===== src/rtl/fetch_dispatch_fsm.sv =====
// ---------------------------------------------------------------------------
// fetch_dispatch_fsm
//   Instruction fetch / decode / dispatch controller that sits in front of the
//   MOV and ALU execution units. It reads one instruction at a time from a
//   synchronous instruction memory and latches it into IR.
//   - NOP, JMP and HALT complete inside this block.
//   - MOV-class (9, 10) and ALU-class (0-7) instructions get a one-cycle start
//     pulse to the owning unit. The controller then waits for that unit's done
//     pulse, bounded by TIMEOUT cycles, before it fetches again.
//   - Opcodes 12-14 are skipped and set a sticky illegal_op flag.
//
// Ports
//   clk, reset             rising-edge clock, asynchronous active-high reset
//   run                    allow fetching (sampled in IDLE and on every return
//                          to FETCH)
//   imem_rd_en, imem_addr  instruction memory read strobe / address (= pc)
//   imem_rdata             instruction word, valid one cycle after imem_rd_en
//   opcode, operand        IR fields, stable from DECODE through EXEC_WAIT
//   mov_start, alu_start   one-cycle start pulses to the execution units
//   mov_done, alu_done     completion pulses from the execution units
//   pc                     program counter
//   halted                 high while in HALTED
//   illegal_op             sticky: an opcode in 12-14 was decoded
//   timeout_err            sticky: the selected unit missed its done
// ---------------------------------------------------------------------------
module fetch_dispatch_fsm #(
  parameter int PC_W    = 8,
  parameter int INSTR_W = 16,
  parameter int TIMEOUT = 64
) (
  input  logic               clk,
  input  logic               reset,
  input  logic               run,
  output logic               imem_rd_en,
  output logic [PC_W-1:0]    imem_addr,
  input  logic [INSTR_W-1:0] imem_rdata,
  output logic [3:0]         opcode,
  output logic [INSTR_W-5:0] operand,
  output logic               mov_start,
  output logic               alu_start,
  input  logic               mov_done,
  input  logic               alu_done,
  output logic [PC_W-1:0]    pc,
  output logic               halted,
  output logic               illegal_op,
  output logic               timeout_err
);

  localparam int TMR_W = $clog2(TIMEOUT);

  localparam logic [2:0] S_IDLE      = 3'd0;
  localparam logic [2:0] S_FETCH     = 3'd1;
  localparam logic [2:0] S_LOAD      = 3'd2;
  localparam logic [2:0] S_DECODE    = 3'd3;
  localparam logic [2:0] S_DISPATCH  = 3'd4;
  localparam logic [2:0] S_EXEC_WAIT = 3'd5;
  localparam logic [2:0] S_HALTED    = 3'd6;

  logic [2:0]         state, stateNext;
  logic [PC_W-1:0]    pcNext;
  logic [INSTR_W-1:0] ir, irNext;
  logic [TMR_W-1:0]   timer, timerNext;
  logic               illegalNext, timeoutNext;

  // Opcode classes, decoded straight from IR (IR only changes in LOAD, so
  // these stay stable across DISPATCH and EXEC_WAIT).
  logic isAlu, isMov, isJmp, isHalt, isIllegal;
  logic selDone;
  logic [PC_W-1:0]    jmpTarget;
  logic [2:0]         nextFetch;

  assign opcode    = ir[INSTR_W-1 -: 4];
  assign operand   = ir[INSTR_W-5:0];

  assign isAlu     = (opcode[3] == 1'b0);
  assign isMov     = (opcode == 4'd9) || (opcode == 4'd10);
  assign isJmp     = (opcode == 4'd11);
  assign isHalt    = (opcode == 4'd15);
  assign isIllegal = (opcode == 4'd12) || (opcode == 4'd13) || (opcode == 4'd14);

  // Only the unit that was started can complete the instruction.
  assign selDone   = isMov ? mov_done : alu_done;

  // Where an instruction goes once it has finished.
  assign nextFetch = run ? S_FETCH : S_IDLE;

  // JMP target is the low PC_W bits of the operand (zero-extended if the
  // operand field is narrower than the PC).
  generate
    if (PC_W <= INSTR_W - 4) begin : gJmpNarrow
      assign jmpTarget = operand[PC_W-1:0];
    end else begin : gJmpWide
      assign jmpTarget = {{(PC_W - (INSTR_W - 4)){1'b0}}, operand};
    end
  endgenerate

  always_comb begin
    stateNext   = state;
    pcNext      = pc;
    irNext      = ir;
    timerNext   = timer;
    illegalNext = illegal_op;
    timeoutNext = timeout_err;
    case (state)
      S_IDLE: begin
        if (run) stateNext = S_FETCH;
      end
      S_FETCH: begin
        stateNext = S_LOAD;
      end
      S_LOAD: begin
        irNext    = imem_rdata;
        pcNext    = pc + PC_W'(1);
        stateNext = S_DECODE;
      end
      S_DECODE: begin
        if (isAlu || isMov) begin
          stateNext = S_DISPATCH;
        end else if (isHalt) begin
          stateNext = S_HALTED;
        end else begin
          if (isJmp)     pcNext      = jmpTarget;
          if (isIllegal) illegalNext = 1'b1;
          stateNext = nextFetch;
        end
      end
      S_DISPATCH: begin
        timerNext = '0;
        stateNext = S_EXEC_WAIT;
      end
      S_EXEC_WAIT: begin
        // A done in the final allowed cycle still completes normally.
        if (selDone) begin
          stateNext = nextFetch;
        end else if (timer == TMR_W'(TIMEOUT - 1)) begin
          timeoutNext = 1'b1;
          stateNext   = S_HALTED;
        end else begin
          timerNext = timer + TMR_W'(1);
        end
      end
      S_HALTED: begin
        stateNext = S_HALTED;
      end
      default: begin
        stateNext = S_IDLE;
      end
    endcase
  end

  always_ff @(posedge clk or posedge reset) begin
    if (reset) begin
      state       <= S_IDLE;
      pc          <= '0;
      ir          <= '0;
      timer       <= '0;
      illegal_op  <= 1'b0;
      timeout_err <= 1'b0;
    end else begin
      state       <= stateNext;
      pc          <= pcNext;
      ir          <= irNext;
      timer       <= timerNext;
      illegal_op  <= illegalNext;
      timeout_err <= timeoutNext;
    end
  end

  // Moore outputs: decoded from state (and the stable IR) only.
  assign imem_rd_en = (state == S_FETCH);
  assign imem_addr  = pc;
  assign mov_start  = (state == S_DISPATCH) && isMov;
  assign alu_start  = (state == S_DISPATCH) && isAlu;
  assign halted     = (state == S_HALTED);

endmodule


===== config.mk =====
export PLATFORM = sky130hd
export DESIGN_NAME = fetch_dispatch_fsm
export DESIGN_NICKNAME = d
export VERILOG_FILES = /design/src/rtl/fetch_dispatch_fsm.sv
export SDC_FILE = /design/constraint.sdc
export NUM_CORES = 1
export LEC_CHECK = 0
export CORE_MARGIN = 1.5
export CORE_UTILIZATION = 49
export CTS_BUF_LIST = sky130_fd_sc_hd__clkbuf_8
export CTS_CLUSTER_SIZE = 10
export DETAILED_ROUTE_END_ITERATION = 10
export PLACE_DENSITY = 0.8
export SLEW_MARGIN = 40
export SYNTH_ARGS = -nofsm -noshare
export SYNTH_HDL_FRONTEND = slang
export SYNTH_SLANG_ARGS = --single-unit

===== constraint.sdc =====
create_clock -name clk -period 1.9 [get_ports clk]
set_input_delay 0.38 -clock clk [delete_from_list [all_inputs] [get_ports clk]]
set_output_delay 0.38 -clock clk [all_outputs]
set_load 0.05 [all_outputs]

# --- Word-level counts from Yosys, hierarchy flattened ---
# Index checks and enable logic that the tools add are counted.
classes:
  n_mux: 15
  bitwise: 4
  add_sub_neg: 2
  n_eq_ne: 21
  n_reduce_logical: 14
ops:
  columns: ["op", "n"]
  rows:
  - ["$eq A4 B4 Y1 const B", 7]
  - ["$mux W8", 3]
  - ["$pmux W3 S7", 1]
  - ["$pmux W8 S2", 1]
  - ["$mux W3", 5]
  - ["$mux W6", 2]
  - ["$ne A2 B2 Y1 const B", 6]
  - ["$pmux W6 S2", 1]
  - ["$eq A3 B3 Y1 const B", 3]
  - ["$add A8 B1 Y8 const B", 1]
  - ["$reduce_and A4 Y1", 2]
  - ["$add A6 B1 Y6 const B", 1]
  - ["$eq A3 B2 Y1 const B", 2]
  - ["$eq A6 B6 Y1 const B", 1]
  - ["$reduce_and A3 Y1", 2]
  - ["$logic_or A1 B1 Y1", 4]
  - ["$not A1 Y1", 4]
  - ["$reduce_bool A2 Y1", 2]
  - ["$eq A3 B1 Y1 const B", 1]
  - ["$logic_not A3 Y1", 1]
  - ["$ne A3 B3 Y1 const B", 1]
  - ["$logic_and A1 B1 Y1", 2]
  - ["$mux W1", 2]
  - ["$reduce_and A2 Y1", 1]
word_totals:
  out_inout_bits: 38
  elab_cells: 62
  ff_bits: 35

# --- Depth between registers and ports, before layout ---
# Gate-level depths: netlist of the first run.
logic_depth:
  depth_word: 5
  mapped_depth: 7

# --- Worst setup path before layout of the first run ---
# OpenSTA, ideal clock, no wires.
synth_timing:
  path_kind: "register to output"
  startpoint: "register ir[15]"
  endpoint: "output port mov_start"
  slack_ns: -0.909
  n_path_buf: 0
  t_arrival_ns: 2.429
  required_ns: 1.520
  stages_incl_launch_ff: 3
  path_cell_list: "dfrtp_1 nand2b_1 nor4_1"
synth_via:
  elab_chain_len: 3
  elab_cells_between_ends: 4
  classes_between: "eq/ne: 2; reduce/logical: 2"
synth_rtl:
  columns: ["item", "line_no", "rtl"]
  rows:
  - ["start: declaration", "61", "logic [INSTR_W-1:0] ir, irNext;"]
  - ["start signal: assignment", "162", "ir <= irNext;"]
  - ["$eq A4 B4 Y1", "76", "assign isMov = (opcode == 4'd9) || (opcode == 4'd10);"]
  - ["$logic_or A1 B1 Y1 (*)", "76", null]
  - ["$logic_and A1 B1 Y1 (*)", "172", "assign mov_start = (state == S_DISPATCH) && isMov;"]
  - ["end: declaration", "39", "output logic mov_start,"]
# Every way passes the cells marked *; elsewhere a longest branch is shown, timed or not.

# --- Worst setup path after layout of the first run ---
layout_timing:
  startpoint: "register ir[2]"
  endpoint: "output port operand[2]"
layout_rtl:
  columns: ["item", "line_no", "rtl"]
  rows:
  - ["end: declaration", "38", "output logic [INSTR_W-5:0] operand,"]
# No word-level cell between the ends.

==> flow_metrics.py, run 1 <==
metrics = {
    "layout": {
        "syn2layout_area_growth_pct": 35.0,
        "fill_cells": 339,
        "nNetsFinal": 282,
        "n_antenna_cell": 0,
        "stdcell_count": 310,
        "layout-drive-gt1-share": 0.346,
    },
    "setup_path": {
        "cp_slowest_cell": "clkdlybuf4s50_1",
        "reg2reg_depth": 6,
        "r2r-end": "timer[0]",
        "rrSetupSlack_ns": 0.16,
        "critPathKind": "flip-flop to output pin",
        "crit_chain": "clkdlybuf4s50_1",
        "path_max_fanout": 3,
        "endpoint_kind": "output pin",
        "critPathMaxStageDelay_ns": 0.81,
        "worstPathArrival_ns": 1.47,
        "startpoint_type": "flip-flop",
        "cp_top_family": "buffers and inverters",
        "cp.depth": 1,
        "required_ns": 1.52,
        "r2r-start": "ir[13]",
        "crit_buf_inv": 1,
    },
    "floorplanning": {
        "start_util": 0.508,
        "design.core.area_um2": 3970,
        "ios": 59,
        "die_x_um": 67.1,
        "die_h_um": 67.1,
        "fp-row-count": 23,
        "dieArea_um2": 4510,
    },
    "timing": {
        "rsz0062_at_grt": "false",
        "timing.setup.tns_ns": 0,
        "setup_viol_count_final": 0,
        "fin_crit_sh": 0.974,
        "fin_crit_ns": 1.85,
        "final_hold_viol_count": 0,
        "fin_skew_ns": 0.00624,
        "fmax_ghz": 0.540,
        "worst_pin_slew_ns": 0.506,
        "slew_headroom": 0.662,
        "finalMaxSlewViolations": 0,
    },
    "synth": {
        "postSynthCellCount": 203,
        "synthFlopType": "dfrtp_1",
        "synth-edff-count": 0,
        "ys_async_sr_fraction": 1.00,
        "synth_nets": 226,
        "synth-seq-area-share": 0.435,
        "synth_cell_types": 50,
        "yosysWarnings": 0,
        "netlist_area_um2": 2020,
        "ys_ff_latch": 35,
        "syn_area_per_cell_um2": 9.93,
    },
    "global_routing": {
        "grt_max_degree": 36,
        "grt_pass1_wl_um": 7580,
        "antenna_found_initial": 0,
        "grt_pass1_vias": 1626,
        "globalRouteOverflowTotal": 0,
        "track_usage": 0.223,
    },
    "clock_network": {
        "clockRootBuffer": "clkbuf_8",
        "cts_made_buffers": 5,
        "cts_max_level": 2,
        "clock_path_buffers": 2,
        "clk_latency_ns": 0.29,
        "clk_pin_slew_ns": 0.08,
        "cts_tree": "built",
        "numClockSinks": 35,
    },
    "drt": {
        "dr.first_iter.drc_count": 124,
        "drcViolationCount": 0,
        "first_pass_iters": 4,
        "ant_nets": 0,
        "post_drt_wl_per_cell_um": 14.8,
        "totalWireLength_um": 4580,
        "vias_per_cell": 5.58,
        "vias": 1731,
    },
    "power_and_ir_drop": {
        "peakVddDrop_mv": 0.521,
        "leakagePower_nw": 1.28,
        "switching_share": 0.193,
        "internal-power_mw": 1.31,
        "p_per_area_nw_per_um2": 596,
        "power.combinational.fraction": 0.042,
        "clockPowerShare": 0.499,
        "seqPwrFrac": 0.459,
        "switchingPower_mw": 0.314,
    },
    "worst_hold_path": {
        "hold-path-cell-count": 1,
        "hold_path_end": "timeout_err",
        "worstHoldStart": "timeout_err",
        "hold_path.class": "flip-flop to flip-flop",
    },
    "flow_run": {
        "maxCapViolCount": 0,
    },
    "run_status": {
        "status": "complete, no violations",
    },
    "placement": {
        "dp_hpwl_um": 3260,
        "gp_congestion": 0.796,
        "port_buffers": 58,
        "place_inst": 301,
    },
}
repair_timing:
action                     CTS  global route
hold buffers                 0             0
buffers inserted             0             1
setup endpoints to repair    1             4
pin swaps                    0             1
gates resized for setup      1             6
how the worst max path moves through the flow:
stage / startpoint / end / slack (ns)
4_1_cts: ir[3] / operand[3] / 0.02
5_1_grt: ir[2] / operand[2] / 0.001
2_1_floorplan: ir[15] / mov_start / -0.09
3_5_place_dp: ir[12] / timer[0] / 0.13
3_3_place_gp: alu_done / timer[0] / 0.14
6_report: ir[2] / operand[2] / 0.05
state kept, by name, indices dropped and copies added, names as in the netlist:
signal,flops
ir,16
imem_addr,8
timer,6
state,3
illegal_op,1
timeout_err,1
cells in the final DEF, fill, tap and decap left out, drive strengths merged, types with 2 or more instances in the layout:
cell           Yosys  routed
clkdlybuf4s50      0      25
nor2b              2       2
nand3             10      10
nand2b             4       4
buf               18      44
o31ai              2       2
and3               4       4
nand2             21      21
o21ai             13      13
a31oi              5       5
and2               2       2
inv                4       4
nor2              12      12
mux2              17      17
a41o               3       3
clkbuf             3       5
a22o               2       2
ha                 2       2
o22ai              2       2
bufinv             0       2
nand4              4       4
nor3               4       4
dfrtp             35      35
a21oi             17      17
cells in the mapped netlist, types with 2 or more instances:
cell type	count	area, um2
dfrtp_1	35	876
nand2_1	21	78.8
a21oi_1	17	85.1
mux2_2	16	180
o21ai_0	12	60.1
nor2_1	11	41.3
nand3_1	10	50.1
buf_4	9	67.6
a31oi_1	5	31.3
buf_6	5	56.3
buf_2	4	20.0
inv_1	4	15.0
nand4_1	4	25.0
nor3_1	4	20.0
a41o_1	3	30.0
nand2b_1	3	18.8
a22o_1	2	17.5
and3_1	2	12.5
clkbuf_8	2	27.5
ha_1	2	25.0
o22ai_1	2	12.5
o31ai_1	2	15.0
cell families (layout without fill, tap and decap cells):
kind of cell | after synthesis | count (layout) | share of synthesized area
AO/OA/AOI/OAI | 52 | 52 | 0.163
XOR/XNOR | 2 | 2 | 0.0124
adder cells (fa/ha/maj) | 2 | 2 | 0.0124
buffers and inverters | 25 | 82 | 0.0943
flip-flops | 35 | 35 | 0.435
multiplexers | 17 | 17 | 0.0968
AND/OR/NAND/NOR | 70 | 70 | 0.187
worst reg2reg max path, stage by stage (launching register included):
cell and delay (ns):
dfrtp_2 0.44, buf_4 0.17, xor2_2 0.16, nand3_1 0.11, and3_4 0.26, mux2_4 0.31, a22o_1 0.17
final cells by class:
| cell class | count | area, um2 | share of cell area |
|---|---|---|---|
| timing repair buffer | 70 | 643 | 0.236 |
| inverter | 4 | 15.0 | 0.00552 |
| multi-input combinational | 143 | 982 | 0.361 |
| clock inverter | 3 | 67.6 | 0.0248 |
| clock buffer | 5 | 68.8 | 0.0253 |
| sequential | 35 | 882 | 0.324 |
| tap | 50 | 62.6 | 0.0230 |
metrics by stage:
| stage | instance area [um2] | power, mW | utilization | setup WS (ns) | hold slack [ns] |
|---|---|---|---|---|---|
| after floorplan | 2040 | 0.781 | - | -0.0908 | 0.512 |
| after global placement | 2560 | 0.828 | 0.645 | 0.144 | 0.462 |
| after detailed placement | 2560 | 0.828 | 0.645 | 0.127 | 0.460 |
| after CTS | 2700 | 1.64 | 0.680 | 0.0239 | 0.480 |
| after global routing | 2720 | 1.67 | 0.685 | 0.00122 | 0.492 |
| final | 2720 | 1.62 | 0.685 | 0.0488 | 0.477 |
per-layer routing:
metal / GRT usage / part of all wire / vias up / routed length, um
met2: 0.347 / 0.49 / 55 / 2240
met1: 0.297 / 0.44 / 833 / 2010
met4: 0.0867 / 0.014 / 0 / 62
met3: 0.0617 / 0.057 / 7 / 262
met5: 0 / 0 / - / 0
li1: - / - / 836 / -
power by group through the flow:
stage | Combinational, mW | Sequential [mW] | Clock (mW)
final | 0.0678 | 0.744 | 0.810
after global placement | 0.0686 | 0.759 | 0
after detailed placement | 0.0690 | 0.759 | 0
after global routing | 0.0746 | 0.744 | 0.854
after CTS | 0.0691 | 0.744 | 0.824
after floorplan | 0.0220 | 0.759 | 0
Note: power is estimated with default switching activity, not from simulation.
==> run 2, diff against run 1 <==
--- a/config.mk
+++ b/config.mk
@@ -5,6 +5,7 @@
 export SDC_FILE = /design/constraint.sdc
 export NUM_CORES = 1
 export LEC_CHECK = 0
+export CAP_MARGIN = 20
 export CORE_MARGIN = 1.5
 export CORE_UTILIZATION = 49
 export CTS_BUF_LIST = sky130_fd_sc_hd__clkbuf_8
==> results of run 2 <==
The final DEF is identical to that of run 1; final timing and power are the same.
==> run 3, diff against run 2 <==
==> constraint.sdc (replaced) <==
create_clock -name clk -period 1.9 [get_ports clk]
set_input_delay 0.38 -clock clk [delete_from_list [all_inputs] [get_ports clk]]
set_output_delay 0.38 -clock clk [all_outputs]
set_load 0.02 [all_outputs]
==> flow_metrics.py, run 3 (synthesized netlist as in run 1, its figures left out) <==
metrics = {
    "layout": {
        "syn2layout_area_growth_pct": 33.0,
        "final_cell_mix": "53 x clkdlybuf4s50_1, 35 x dfrtp_1, 21 x nand2_1",
        "largest_reg_flops": 16,
        "final_common_cell": "clkdlybuf4s50_1",
        "regMostFlops": "ir",
        "n_antenna_cell": 0,
        "stdcell_count": 313,
        "fin_util": 0.675,
        "layout-drive-gt1-share": 0.202,
        "nNetsFinal": 285,
        "final_area_um2": 2680,
    },
    "setup_path": {
        "required_ns": 1.52,
        "endpoint_kind": "output pin",
        "r2r-end": "timer[0]",
        "critPathKind": "flip-flop to output pin",
        "path_max_fanout": 9,
        "cp_top_family": "buffers and inverters",
        "rrSetupSlack_ns": 0.25,
        "critPathMaxStageDelay_ns": 0.66,
        "crit_chain": "clkdlybuf4s50_1",
        "cp_slowest_cell": "clkdlybuf4s50_1",
        "reg2reg_depth": 5,
        "crit_buf_inv": 1,
        "r2r-start": "timer[0]",
        "worstPathArrival_ns": 1.45,
        "startpoint_type": "flip-flop",
    },
    "worst_hold_path": {
        "hold_path.class": "flip-flop to flip-flop",
        "worstHoldStart": "timeout_err",
        "hold-path-cell-count": 1,
        "hold_path_end": "timeout_err",
    },
    "global_routing": {
        "grt_max_degree": 36,
        "globalRouteOverflowTotal": 0,
        "grt_pass1_wl_um": 7580,
        "track_usage": 0.224,
        "grt_pass1_vias": 1621,
        "antenna_found_initial": 0,
    },
    "placement": {
        "pre_cts_ws_ns": 0.0570,
        "dp_hpwl_um": 3360,
        "gp_congestion": 0.832,
        "place_inst": 305,
        "place_area_um2": 2600,
        "port_buffers": 58,
    },
    "timing": {
        "timing.setup.tns_ns": 0,
        "final_hold_viol_count": 0,
        "worst_pin_slew_ns": 0.445,
        "fin_ws_ns": 0.0684,
        "finalMaxSlewViolations": 0,
        "fmax_ghz": 0.546,
        "fin_skew_ns": 0.00506,
        "rsz0062_at_grt": "false",
        "fin_crit_ns": 1.83,
        "timing.hold.ws_ns": 0.470,
        "fin_crit_sh": 0.964,
        "setup_viol_count_final": 0,
        "slew_headroom": 0.703,
    },
    "power_and_ir_drop": {
        "leakagePower_nw": 1.20,
        "peakVddDrop_mv": 0.462,
        "switching_share": 0.236,
        "power_mw": 1.36,
        "clockPowerShare": 0.403,
        "p_per_area_nw_per_um2": 509,
        "internal-power_mw": 1.04,
        "seqPwrFrac": 0.546,
        "switchingPower_mw": 0.322,
        "power.combinational.fraction": 0.051,
    },
    "clock_network": {
        "cts_made_buffers": 5,
        "hold_buffers": 0,
        "clock_path_buffers": 2,
        "clockRootBuffer": "clkbuf_8",
        "clk_pin_slew_ns": 0.08,
        "numClockSinks": 35,
        "clk_latency_ns": 0.29,
        "cts_tree": "built",
        "cts_max_level": 2,
    },
    "floorplanning": {
        "dieArea_um2": 4510,
        "start_util": 0.508,
        "ios": 59,
        "fp-row-count": 23,
        "die_h_um": 67.1,
        "design.core.area_um2": 3970,
        "die_x_um": 67.1,
    },
    "run_status": {
        "status": "complete, no violations",
    },
    "drt": {
        "dr.first_iter.drc_count": 128,
        "post_drt_wl_per_cell_um": 14.5,
        "drcViolationCount": 0,
        "vias": 1756,
        "vias_per_cell": 5.61,
        "totalWireLength_um": 4550,
        "first_pass_iters": 4,
        "ant_nets": 0,
    },
    "flow_run": {
        "maxCapViolCount": 0,
    },
}
[run 3: cell types whose count changed in the layout (fill, tap and decap cells not counted), moves of 2 or more]
cell / before / now
buf_12: 4 / 0
buf_4: 40 / 15
bufinv_16: 2 / 0
clkdlybuf4s50_1: 25 / 53
dfrtp_1: 30 / 35
dfrtp_2: 5 / 0
dlygate4sd2_1: 0 / 2
[run 3: final cells by class]
class	instances	area [um2]
clock buffer	5	68.8
timing repair buffer	73	688
inverter	4	15.0
fill	319	1290
multi-input combinational	143	950
sequential	35	876
clock inverter	3	20.0
tap	50	62.6
[run 3: power groups by stage]
| stage | Sequential (mW) | Clock [mW] | Combinational, mW |
|---|---|---|---|
| after floorplan | 0.759 | 0 | 0.0220 |
| after global placement | 0.759 | 0 | 0.0704 |
| after detailed placement | 0.759 | 0 | 0.0715 |
| after CTS | 0.744 | 0.557 | 0.0717 |
| after global routing | 0.744 | 0.597 | 0.0783 |
| final | 0.744 | 0.549 | 0.0699 |
[run 3: how the worst max path moves through the flow]
stage                            start           end  slack (ns)  depth (start not counted)
final                     imem_addr[0]  imem_addr[0]        0.07                          1
after global routing          state[1]    imem_rd_en      0.0005                          3
after CTS                       ir[14]     mov_start        0.04                          3
after detailed placement        ir[14]     mov_start        0.06                          3
after global placement          ir[14]     mov_start        0.07                          3
after floorplan               state[1]     mov_start        0.06                          5
[run 3: repair_timing]
item,4_1_cts,5_1_grt
gates resized for setup,4,5
buffers inserted,0,0
setup endpoints to repair,4,3
[run 3: routing by layer]
| layer | wire [um] | global-route usage | share of wire | up-vias |
|---|---|---|---|---|
| li1 | - | - | - | 845 |
| met1 | 2000 | 0.294 | 0.44 | 853 |
| met2 | 2300 | 0.360 | 0.51 | 54 |
| met3 | 206 | 0.0617 | 0.045 | 4 |
| met4 | 44 | 0.0714 | 0.0097 | 0 |
| met5 | 0 | 0 | 0 | - |
==> RTL change (settings of run 1) <==
`PC_W`: 8 -> 12.
--- a/src/rtl/fetch_dispatch_fsm.sv
+++ b/src/rtl/fetch_dispatch_fsm.sv
@@ -26,3 +26,3 @@
 module fetch_dispatch_fsm #(
-  parameter int PC_W    = 8,
+  parameter int PC_W    = 12,
   parameter int INSTR_W = 16,
Interface: changed (resized imem_addr and pc); port bits go from 59 to 67. The function was not compared with the original's and may differ.
==> RTL change against run 1 <==
Area after synthesis is 6.8% higher; design area is 8.5% higher; cell count is 10% higher; global-route usage is 0.18 points higher; utilization is 3.2 points higher; worst setup slack worse by 0.0036 ns; wire length is 13% higher; sequential cell count is 4 higher; synthesized cell count is 9.4% higher; worst hold slack worse by 0.051 ns.
Power is left out: the tool's default activity adds up to more than one toggle a clock period on the data nets, which glitch-free logic cannot reach.
==> RTL change: results (changes against run 1) <==
* Status: finished clean
* Sequential share of the synthesized area at 45.3% (+1.9 points)
* Max Buffers Root-to-Sink at 2 (unchanged)
* WHS at 0.427 ns (-0.0508 ns)
* Synth cell types at 47 (-6.0%)
* # port buffers at 66 (+14%)
* First-pass GRT wire length at 8.89 mm (+17%)
* # H-tree levels at 2 (unchanged)
* 1st-iter DRT viols at 160 (+29%)
* R2R depth at 6 (unchanged)
* Rel. slew slack at 66.4% (+0.16 points)
* DRT Pass-1 Iters at 4 (unchanged)
* Setup Skew at 0.00654 ns (+0.000304 ns)
* Reg2reg start: timer[0]$_DFFE_PP0P_
* Critical Path AT at 1.47 ns (about the same)
* CP max stage delay at 0.81 ns (about the same)
* CTS Buf Count at 5 (unchanged)
* Largest net degree at the start of global routing at 40 (+11%)
* Max reg flops at 16 (unchanged)
* Share of cells above drive strength 1 at 33.7% (-0.94 points)
* Mapped Nets at 245 (+8.4%)
* R2r endpoint: timer[5]$_DFFE_PP0P_
* Worst hold path class: input port to asynchronous set/reset pin
* Dominant synthesized flop cell: dfrtp_1
* Reg2Reg Setup Slack at 0.08 ns (-0.08 ns)
* Placed wire-length estimate at 3.73 mm (+14%)
* Top cells by area, synth: dfrtp_1 (45%), mux2_2 (8.4%), buf_4 (5.2%), o21ai_0 (4.9%), a21oi_1 (4.0%)
* Antenna Cells at 0 (unchanged)
* Routed length per instance at 15.1 um (+2.5%)
* CTS clk-pin slew, worst paths at 0.08 ns (about the same)
* Dpl cells at 332 (+10%)
* Synthesis warning total at 0 (unchanged)
* Vias in the first global route at 1872 (+15%)
* Via density per instance at 5.70 (+2.1%)
* Global Route Usage Sum at 22.5% (+0.18 points)
* Fillcell total at 327 (-3.5%)
* Setup Slack @ Placement at -0.0184 ns (-0.145 ns)
* Synth cell count leaders: dfrtp_1 (39), o21ai_0 (21), a21oi_1 (17)
* Crit-path slowest cell: clkdlybuf4s50_1
* Non-filler cells, final at 341 (+10%)
* Post-Synthesis Cells at 222 (+9.4%)
* NumNets Final at 313 (+11%)
* CTS root buffer: clkbuf_8
* Gpl congestion at 0.897 (+13%)
-- RTL change: cell count changes in the layout (fill, tap and decap cells not counted), moves of 4 or more --
| cell | delta |
|---|---|
| o21ai_0 | +9 |
| dfrtp_1 | +4 |
| nand2_1 | -6 |
| buf_4 | +10 |
-- RTL change: layout make-up --
| class | instances | share of cell area, % |
|---|---|---|
| Multi-Input combinational cell | 154 | 34.8 |
| Clock buffer | 5 | 2.33 |
| Clock inverter | 3 | 0.424 |
| Sequential cell | 39 | 33.3 |
| Inverter | 6 | 0.763 |
| Tap cell | 50 | 2.12 |
| Timing Repair Buffer | 84 | 26.3 |
-- RTL change: stage by stage --
step	area, um2	utilization, %
global placement	2840	69.0
detailed placement	2840	69.0
global route	2950	71.8
CTS	2930	71.3
finish	2950	71.8
floorplan	2160	-
-- RTL change: worst max-delay path by stage --
stage	start	endpoint	slack [ns]	depth (start not counted)
after detailed placement	timer[1]$_DFFE_PP0P_	timer[5]$_DFFE_PP0P_	-0.02	6
final	ir[11]$_DFFE_PP0P_	operand[11]	0.05	1
after global routing	ir[11]$_DFFE_PP0P_	operand[11]	-0.002	1
after global placement	timer[1]$_DFFE_PP0P_	timer[5]$_DFFE_PP0P_	0.06	6
after floorplan	ir[15]$_DFFE_PP0P_	mov_start	-0.06	3
after CTS	timer[0]$_DFFE_PP0P_	timer[5]$_DFFE_PP0P_	0.004	6
-- RTL change: logic make-up (layout without fill, tap and decap cells) --
family	after synthesis	after routing	share of synthesized area [%]
adders and majority gates	2	2	1.16
DFF	39	39	45.3
xor gates and xnor gates	2	2	1.16
muxes	18	18	9.30
AOI/OAI and AO/OA	62	62	17.9
buffers and inverters	29	98	7.96
and+or+nand+nor	70	70	17.2
-- RTL change: repair_timing --
item / 4_1_cts / 5_1_grt
endpoints found under the setup margin: 3 / 13
buffers inserted: 1 / 0
gates resized for setup: 1 / 10
endpoints found under the hold margin: 0 / 0
hold buffers: 0 / 0
pin swaps: 2 / 3
-- RTL change: metal layers --
| layer | up-vias | routed length [um] | GRT usage [%] |
|---|---|---|---|
| li1 | 936 | - | - |
| met1 | 949 | 2360 | 29.9 |
| met2 | 54 | 2490 | 37.4 |
| met3 | 5 | 259 | 5.23 |
| met4 | 0 | 57 | 5.45 |
| met5 | - | 0 | 0 |
